**config.mk**
```make
export PLATFORM = sky130hd
export DESIGN_NAME = seg_scan_ctrl
export DESIGN_NICKNAME = d
export VERILOG_FILES = /design/src/rtl/seg_scan_ctrl_pkg.sv /design/src/rtl/dec7seg.sv /design/src/rtl/seg_scan_ctrl.sv
export SDC_FILE = /design/constraint.sdc
export NUM_CORES = 1
export LEC_CHECK = 0
export BUFFER_PORTS_ARGS = -buffer_cell sky130_fd_sc_hd__buf_2
export CAP_MARGIN = 20
export CORE_ASPECT_RATIO = 0.6
export CORE_MARGIN = 4
export CORE_UTILIZATION = 35
export CTS_CLUSTER_SIZE = 20
export DETAILED_ROUTE_END_ITERATION = 16
export PLACE_DENSITY_LB_ADDON = 0.3
export SLEW_MARGIN = 20
export SYNTH_ARGS = -nofsm -noshare
export SYNTH_HDL_FRONTEND = slang
export SYNTH_SLANG_ARGS = --single-unit
```
**constraint.sdc**
```tcl
create_clock -name clk -period 2.4 [get_ports clk]
set_input_delay 0.12 -clock clk [delete_from_list [all_inputs] [get_ports clk]]
set_output_delay 0.12 -clock clk [all_outputs]
set_load 0.02 [all_outputs]
```
**src/rtl/seg_scan_ctrl_pkg.sv**
```systemverilog
// Shared types and constants for the multiplexed seven-segment scan controller.
package seg_scan_ctrl_pkg;

  typedef enum logic [1:0] {
    IDLE = 2'd0,
    SCAN = 2'd1,
    GAP  = 2'd2
  } state_t;

  localparam logic [6:0] SEG_BLANK = 7'b000_0000;
  localparam int         DEF_NDIG  = 4;
  localparam int         DEF_DIV   = 1000;

endpackage

```
**src/rtl/dec7seg.sv**
```systemverilog
// BCD to seven-segment decoder, segments {g,f,e,d,c,b,a} active-high.
// Codes 10..15 decode to all segments off.
module dec7seg
  import seg_scan_ctrl_pkg::*;
(
  input  logic [3:0] i_bcd,
  output logic [6:0] o_seg
);

  // Combinational segment lookup
  always_comb begin
    o_seg = SEG_BLANK;
    case (i_bcd)
      4'd0:    o_seg = 7'b011_1111;
      4'd1:    o_seg = 7'b000_0110;
      4'd2:    o_seg = 7'b101_1011;
      4'd3:    o_seg = 7'b100_1111;
      4'd4:    o_seg = 7'b110_0110;
      4'd5:    o_seg = 7'b110_1101;
      4'd6:    o_seg = 7'b111_1101;
      4'd7:    o_seg = 7'b000_0111;
      4'd8:    o_seg = 7'b111_1111;
      4'd9:    o_seg = 7'b110_1111;
      default: o_seg = SEG_BLANK;
    endcase
  end

endmodule

```
**src/rtl/seg_scan_ctrl.sv**
```systemverilog
// Time-multiplexed seven-segment scan controller with double-buffered digit data,
// a one-cycle anode-off gap between digits and optional leading-zero suppression.
module seg_scan_ctrl
  import seg_scan_ctrl_pkg::*;
#(
  parameter int NDIG = DEF_NDIG,
  parameter int DIV  = DEF_DIV
) (
  input  logic              clk,
  input  logic              rst_n,
  input  logic              enable,
  input  logic              load,
  input  logic [4*NDIG-1:0] din,
  input  logic              blank_lz,
  output logic [6:0]        seg,
  output logic [NDIG-1:0]   an,
  output logic              frame_done
);

  localparam int IDX_W = (NDIG > 1) ? $clog2(NDIG) : 1;
  localparam int CNT_W = (DIV > 2) ? $clog2(DIV - 1) : 1;
  localparam logic [IDX_W-1:0] IDX_LAST = IDX_W'(NDIG - 1);
  localparam logic [CNT_W-1:0] CNT_LAST = CNT_W'(DIV - 2);

  state_t            r_state, w_state_nxt;
  logic [IDX_W-1:0]  r_idx, w_idx_nxt;
  logic [CNT_W-1:0]  r_cnt, w_cnt_nxt;
  logic              w_commit;

  logic [4*NDIG-1:0] r_active, r_shadow;
  logic              r_pending;

  logic [3:0]        w_digit;
  logic [6:0]        w_dec_seg;
  logic [NDIG-1:0]   w_zero_above;
  logic              w_blank;

  logic [6:0]        w_seg_nxt;
  logic [NDIG-1:0]   w_an_nxt;
  logic              w_fd_nxt;
  logic [6:0]        r_seg;
  logic [NDIG-1:0]   r_an;
  logic              r_fd;

  // Scan state register
  always_ff @(posedge clk or negedge rst_n) begin
    if (!rst_n) begin
      r_state <= IDLE;
      r_idx   <= '0;
      r_cnt   <= '0;
    end else begin
      r_state <= w_state_nxt;
      r_idx   <= w_idx_nxt;
      r_cnt   <= w_cnt_nxt;
    end
  end

  // Next-state logic; a commit happens at the frame boundary or when scanning starts
  always_comb begin
    w_state_nxt = r_state;
    w_idx_nxt   = r_idx;
    w_cnt_nxt   = r_cnt;
    w_commit    = 1'b0;
    case (r_state)
      IDLE: begin
        w_idx_nxt = '0;
        w_cnt_nxt = '0;
        if (enable) begin
          w_state_nxt = SCAN;
          w_commit    = 1'b1;
        end else begin
          w_state_nxt = IDLE;
        end
      end
      SCAN: begin
        if (!enable) begin
          w_state_nxt = IDLE;
          w_idx_nxt   = '0;
          w_cnt_nxt   = '0;
        end else if (r_cnt == CNT_LAST) begin
          w_state_nxt = GAP;
          w_cnt_nxt   = '0;
        end else begin
          w_cnt_nxt   = r_cnt + CNT_W'(1);
        end
      end
      GAP: begin
        w_cnt_nxt = '0;
        if (!enable) begin
          w_state_nxt = IDLE;
          w_idx_nxt   = '0;
        end else if (r_idx == IDX_LAST) begin
          w_state_nxt = SCAN;
          w_idx_nxt   = '0;
          w_commit    = 1'b1;
        end else begin
          w_state_nxt = SCAN;
          w_idx_nxt   = r_idx + IDX_W'(1);
        end
      end
      default: begin
        w_state_nxt = IDLE;
        w_idx_nxt   = '0;
        w_cnt_nxt   = '0;
      end
    endcase
  end

  // Shadow/active buffers; a load on the commit cycle bypasses the shadow
  always_ff @(posedge clk or negedge rst_n) begin
    if (!rst_n) begin
      r_active  <= '0;
      r_shadow  <= '0;
      r_pending <= 1'b0;
    end else if (w_commit) begin
      r_active  <= load ? din : (r_pending ? r_shadow : r_active);
      r_shadow  <= load ? din : r_shadow;
      r_pending <= 1'b0;
    end else if (load) begin
      r_shadow  <= din;
      r_pending <= 1'b1;
    end else begin
      r_active  <= r_active;
      r_shadow  <= r_shadow;
      r_pending <= r_pending;
    end
  end

  assign w_digit = r_active[{r_idx, 2'b00} +: 4];

  dec7seg u_dec7seg (
    .i_bcd (w_digit),
    .o_seg (w_dec_seg)
  );

  // w_zero_above[i]: active digits NDIG-1..i are all zero
  always_comb begin
    w_zero_above = '0;
    w_zero_above[NDIG-1] = (r_active[4*NDIG-1 -: 4] == 4'd0);
    for (int i = NDIG - 2; i >= 0; i--) begin
      w_zero_above[i] = w_zero_above[i+1] & (r_active[4*i +: 4] == 4'd0);
    end
  end

  assign w_blank = blank_lz & (r_idx != '0) & w_zero_above[r_idx];

  // Output decode for the current state; registered below
  always_comb begin
    w_seg_nxt = SEG_BLANK;
    w_an_nxt  = '1;
    w_fd_nxt  = 1'b0;
    if ((r_state == SCAN) && !w_blank) begin
      w_seg_nxt = w_dec_seg;
      w_an_nxt  = ~(NDIG'(1) << r_idx);
    end else if (r_state == GAP) begin
      w_fd_nxt  = enable & (r_idx == IDX_LAST);
    end else begin
      w_seg_nxt = SEG_BLANK;
      w_an_nxt  = '1;
    end
  end

  // Registered display outputs
  always_ff @(posedge clk or negedge rst_n) begin
    if (!rst_n) begin
      r_seg <= SEG_BLANK;
      r_an  <= '1;
      r_fd  <= 1'b0;
    end else begin
      r_seg <= w_seg_nxt;
      r_an  <= w_an_nxt;
      r_fd  <= w_fd_nxt;
    end
  end

  assign seg        = r_seg;
  assign an         = r_an;
  assign frame_done = r_fd;

endmodule

```
* Word level (Yosys, flattened, before mapping)
Memories as Yosys holds them, arrays and structs flattened.
Cells that the tools add are included.
** Storage, ports and cells
- Flip-flop bits (word level) :: 59
- ROM bits :: 112
- Input bits :: 21
- Output and inout port bits :: 12
- Word-level logic and storage cells :: 65
- Memories :: 1
** Memories
- (name not given) :: words 16, width 7, read ports 1, clocked after memory_dff 0, write ports 0, line dec7seg.sv:13 : case (i_bcd)
** Cells by class
- $add $sub $neg :: 2
- $lt $le $gt $ge :: 1
- Equality and inequality tests :: 6
- Shift operators :: 2
- Multiplexer cells :: 25
- Bitwise logic cells :: 7
- Reductions and logical operators :: 12
** Operator list (number)
- $mux 16 :: 2
- $mux 10 :: 3
- $logic_not 4->1 :: 4
- $shiftx 16x5->4 :: 1
- $add 10x1->10 const B :: 1
- $eq 10x10->1 const B :: 1
- $mux 2 :: 5
- $mux 1 :: 9
- $pmux 2 s2 :: 2
- $mux 7 :: 1
- $and 1x1->1 :: 6
- $reduce_bool 2->1 :: 3
- $eq 2x2->1 const B :: 2
- $mux 4 :: 1
- $not 4->4 :: 1
- $shl 1x2->4 const A :: 1
- $lt 2x3->1 const B :: 1
- $ne 3x3->1 const B :: 1
- $add 2x1->2 const B :: 1
- $bmux 1 s2 :: 1
- $eq 2x1->1 const B :: 1
- $logic_not 2->1 :: 1
- $ne 2x2->1 const B :: 1
- $pmux 1 s2 :: 1
- other kinds (4) :: 4

* Depth between registers and ports, before layout
- Word-level depth :: 10
- Gate-level depth with buffers :: 8
- Depth with buffers taken out :: 7

* Modules after synthesis
From an unflattened synthesis, not the netlist that was laid out.
** Unflattened totals
- Cell total of the unflattened synthesis :: 217
- Area, all modules :: 2727.6 um2
** By module, submodules not included
- seg_scan_ctrl :: times used 1, cells each 189, area an instance 2507.4 um2, sequential area each 1481.4 um2
- dec7seg :: times used 1, cells each 28, area an instance 220.2 um2, sequential area each 0.0 um2

* Least setup slack after synthesis
OpenSTA, ideal clock, no wires.
- Kind :: register to register
- From :: register r_idx[0]
- To :: register r_seg[0] (netlist: seg[0])
- Library setup time :: 0.145 ns
- Arrival :: 1.800 ns
- Data required time :: 2.255 ns
- Path slack :: 0.455 ns
- Stages on the path, launching flop included :: 8
- Path buffers :: 1
- Period minus slack after synthesis :: 1.945 ns
- Cells stage by stage :: dfrtp_1 buf_6 inv_1 ha_1 nor4b_1 o311ai_0 o31ai_2 nor3_1
** On the way
- Longest elaborated chain between the ends :: 6
- Elaborated cells on any way between the ends :: 10
- Classes of those cells :: shift: 1; mux: 3; bitwise: 2; reduce/logical: 3; memory: 1
** Ends and longest elaborated chain
- from (decl) :: line seg_scan_ctrl.sv:26 : logic [IDX_W-1:0] r_idx, w_idx_nxt;
- from (signal assigned) :: line seg_scan_ctrl.sv:53 : r_idx <= w_idx_nxt;
- branches (longest 5 deep; another with $mem_v2 16x7)
- $mux 7 * :: line seg_scan_ctrl.sv:152 : if ((r_state == SCAN) && !w_blank) begin
- named net w_seg_nxt[0] :: line seg_scan_ctrl.sv:38 : logic [6:0] w_seg_nxt;
- to (signal assigned) :: line seg_scan_ctrl.sv:170 : r_seg <= w_seg_nxt;
- to (decl) :: line seg_scan_ctrl.sv:41 : logic [6:0] r_seg;
Mark *: on every way through the listed nets, which the timed path passes. The select of a mux whose other input is x is not followed.
A chain may end at the register's enable or synchronous reset.

* Worst setup path after layout
Same ends and word-level chain as after synthesis.

==> results.sh <==
export IMPL_path_clk_slew_ns=0.05
export IMPL_wire_per_inst_um=13.7
export IMPL_antenna_cells=0
export IMPL_synth_edf_count=0
export IMPL_rsz0062_at_grt="false"
export IMPL_ys_warn_count=0
export IMPL_firstDrtPassIters=4
export IMPL_worstPathMaxFanout=8
export IMPL_slew_headroom_pct=56.5
export IMPL_synth_top_family_by_area="multiplexers"
export IMPL_overflow=0
export IMPL_worstSetupEndpointType="register"
export IMPL_vias_per_cell=4.63
export IMPL_power_density_nw_per_um2=925
export IMPL_synth_xor_area_share_pct=2.62
export IMPL_clockRootBuffer="clkbuf_16"
export IMPL_cts_buffer_depth=2
export IMPL_fin_hold_ws_ns=0.0391
export IMPL_yosysSeqAreaShare_pct=55.5
export IMPL_cts_sinks=59
export IMPL_critPathKind="register to register"
export IMPL_ios=33
export IMPL_critical_path_arrival_ns=2.34
export IMPL_synth_cells=210
export IMPL_worst_ir_drop_vdd_uv=383
export IMPL_fin_nets=281
export IMPL_num_vias=1647
export IMPL_tightestPinTransition_ns=0.648
export IMPL_syn_area_per_cell_um2=12.7
export IMPL_async_flop_share_pct=100
export IMPL_placed_cell_area_um2=2950
export IMPL_synth_cell_area_um2=2670
export IMPL_finalNonFillerCells=356
export IMPL_antenna_found_initial=0
export IMPL_yosys_top_cells_area="dfrtp_1 (52%), mux2_2 (13%), ha_1 (5.2%)"
export IMPL_h_tree_depth=3
export IMPL_synth_simple_area_share_pct=10.8
export IMPL_place_inst=341
export IMPL_synth_fa_ha_area_share_pct=5.15
export IMPL_hpwlAfterDp_mm=3.57
export IMPL_layout_drive_gt1_share_pct=36.9
export IMPL_fin_crit_sh_pct=90.3
export IMPL_drt_iter0_markers=65
export IMPL_cts_tree="yes"
export IMPL_final_util_pct=44.0
export IMPL_cp_start_kind="register"
export IMPL_finClkSkew_ns=0.00645
export IMPL_yosysMostFrequentCell="dfrtp_1"
export IMPL_synth_cell_types=32
export IMPL_synth_area_mux_share_pct=18.4
export IMPL_clk_latency_ns=0.33
export IMPL_area_delta_synth_final_pct=20.9
export IMPL_final_hold_violation_count=0
export IMPL_rows=24
export IMPL_grt_pass1_wl_mm=8.34
export IMPL_ys_ff_latch=59
export IMPL_coreArea_um2=7330
export IMPL_ys_top_cells_by_count="dfrtp_1 (55), mux2_2 (32), nor2_1 (23), ha_1 (11), inv_1 (10)"
export IMPL_setup_viol=0
export IMPL_grt_usage_pct=12.3
export IMPL_synth_top_cell_area_share_pct=51.5
export IMPL_period_needed_ns=2.17
export IMPL_fmax_mhz=461
export IMPL_fp_dieH_um=75.7
export IMPL_place_gp_congestion=0.726
export IMPL_synth_compound_area_share_pct=4.17
export IMPL_routed_wl_mm=4.88
export IMPL_die_w_um=121
export IMPL_detail_route_antenna_nets=0
export IMPL_initial_utilization_pct=36.4
export IMPL_cts_resized=0
export IMPL_finish_instance_area_um2=3230
export IMPL_grt_max_degree=32
export IMPL_grt_pass1_vias=1701
export IMPL_max_cap_viol_count=0
export IMPL_worstPathRequired_ns=2.57
export IMPL_hold_path_class="input port to register"
export IMPL_power_leakage_nw=1.45
export IMPL_drc=0
export IMPL_port_buffers=32
export IMPL_synth_top_area_cell="dfrtp_1"
export IMPL_finalMaxSlewViolations=0
export IMPL_synth_flop_cell="dfrtp_1"
export IMPL_dieArea_um2=9140
export IMPL_syn_nets=242
export IMPL_setup_tns_ns=0
export IMPL_cts_buffers=9
export IMPL_status="finished clean"
[repair_timing]
action | in CTS | in global routing
hold buffers | 1 | 0
endpoints found under the hold margin | 24 | 0
buffers inserted | 0 | 0
[cell families (layout without fill, tap and decap cells)]
kind of cell	after synthesis	after routing
compound gates	15	15
xor+xnor	8	8
buf+inv	19	61
simple gates	58	58
flops	59	59
mux	40	40
fa+ha+maj	11	11
[placed cells by master (no fill, tap or decap), types with 4 or more instances in the layout]
| master | Yosys | layout |
|---|---|---|
| buf_2 | 4 | 32 |
| dfstp_2 | 4 | 4 |
| nor2_1 | 23 | 23 |
| mux2_2 | 32 | 32 |
| nor3_1 | 4 | 4 |
| mux2i_1 | 4 | 4 |
| a21oi_1 | 5 | 5 |
| xnor2_1 | 6 | 6 |
| and3_1 | 5 | 5 |
| nor2b_1 | 7 | 7 |
| clkbuf_16 | 0 | 9 |
| ha_1 | 11 | 11 |
| mux4_2 | 4 | 4 |
| nand2_1 | 6 | 6 |
| dfrtp_1 | 55 | 55 |
| inv_1 | 10 | 10 |
[stage by stage]
step	worst slack, ns	total power, W
3_3_place_gp	0.425	0.00185
5_1_grt	0.0197	0.00316
4_1_cts	0.249	0.00304
6_report	0.233	0.00299
3_5_place_dp	0.281	0.00186
2_1_floorplan	0.455	0.00169
[area by class of cell]
type	instances	area, µm²
Fill cell	706	4100
Multi-Input combinational cell	132	1100
Sequential cell	59	1480
Timing Repair Buffer	37	213
Inverter	10	37.5
Clock buffer	11	253
Clock inverter	3	15.0
Tap cell	104	130
[worst max-delay path, cell delays in order (launching register included)]
cell and delay, ns:
dfrtp_1 0.34, inv_1 0.08, ha_1 0.22, nor4b_1 0.34, o311ai_0 0.28, o31ai_2 0.60, nor3_1 0.15
[power by group]
group          leakage (nW)  internal, W  switching [W]
registers             0.727      0.00116       0.000101
clock network         0.137     0.000734       0.000407
logic                 0.583     0.000270       0.000312
[registers in the layout (all words and copies together), names as in the netlist]
name,cells
r_shadow,16
frame_done,1
seg,7
r_pending,1
r_cnt,10
an,4
r_idx,2
r_state,2
r_active,16
[worst paths after layout]
| path | startpoint | to | slack, ns | cells past startpoint |
|---|---|---|---|---|
| max in group asynchronous | rst_n | r_active[8] | 1.45 | 3 |
| max | r_idx[0] | seg[0] | 0.23 | 6 |
| min in group asynchronous | rst_n | frame_done | 0.37 | 2 |
| min | din[7] | r_shadow[7] | 0.04 | 2 |
| max reg2reg | r_idx[0] | seg[0] | 0.23 | 6 |
| min reg2reg | r_shadow[15] | r_shadow[15] | 0.49 | 1 |
[routing by layer]
| metal | vias to the layer above | track usage [%] | part of all wire [%] |
|---|---|---|---|
| met3 | 5 | 6.31 | 5.9 |
| met5 | - | 0 | 0 |
| met4 | 0 | 4.52 | 1.0 |
| met1 | 813 | 16.8 | 52 |
| li1 | 800 | - | - |
| met2 | 29 | 16.9 | 41 |
(Power assumes the default switching activity.)
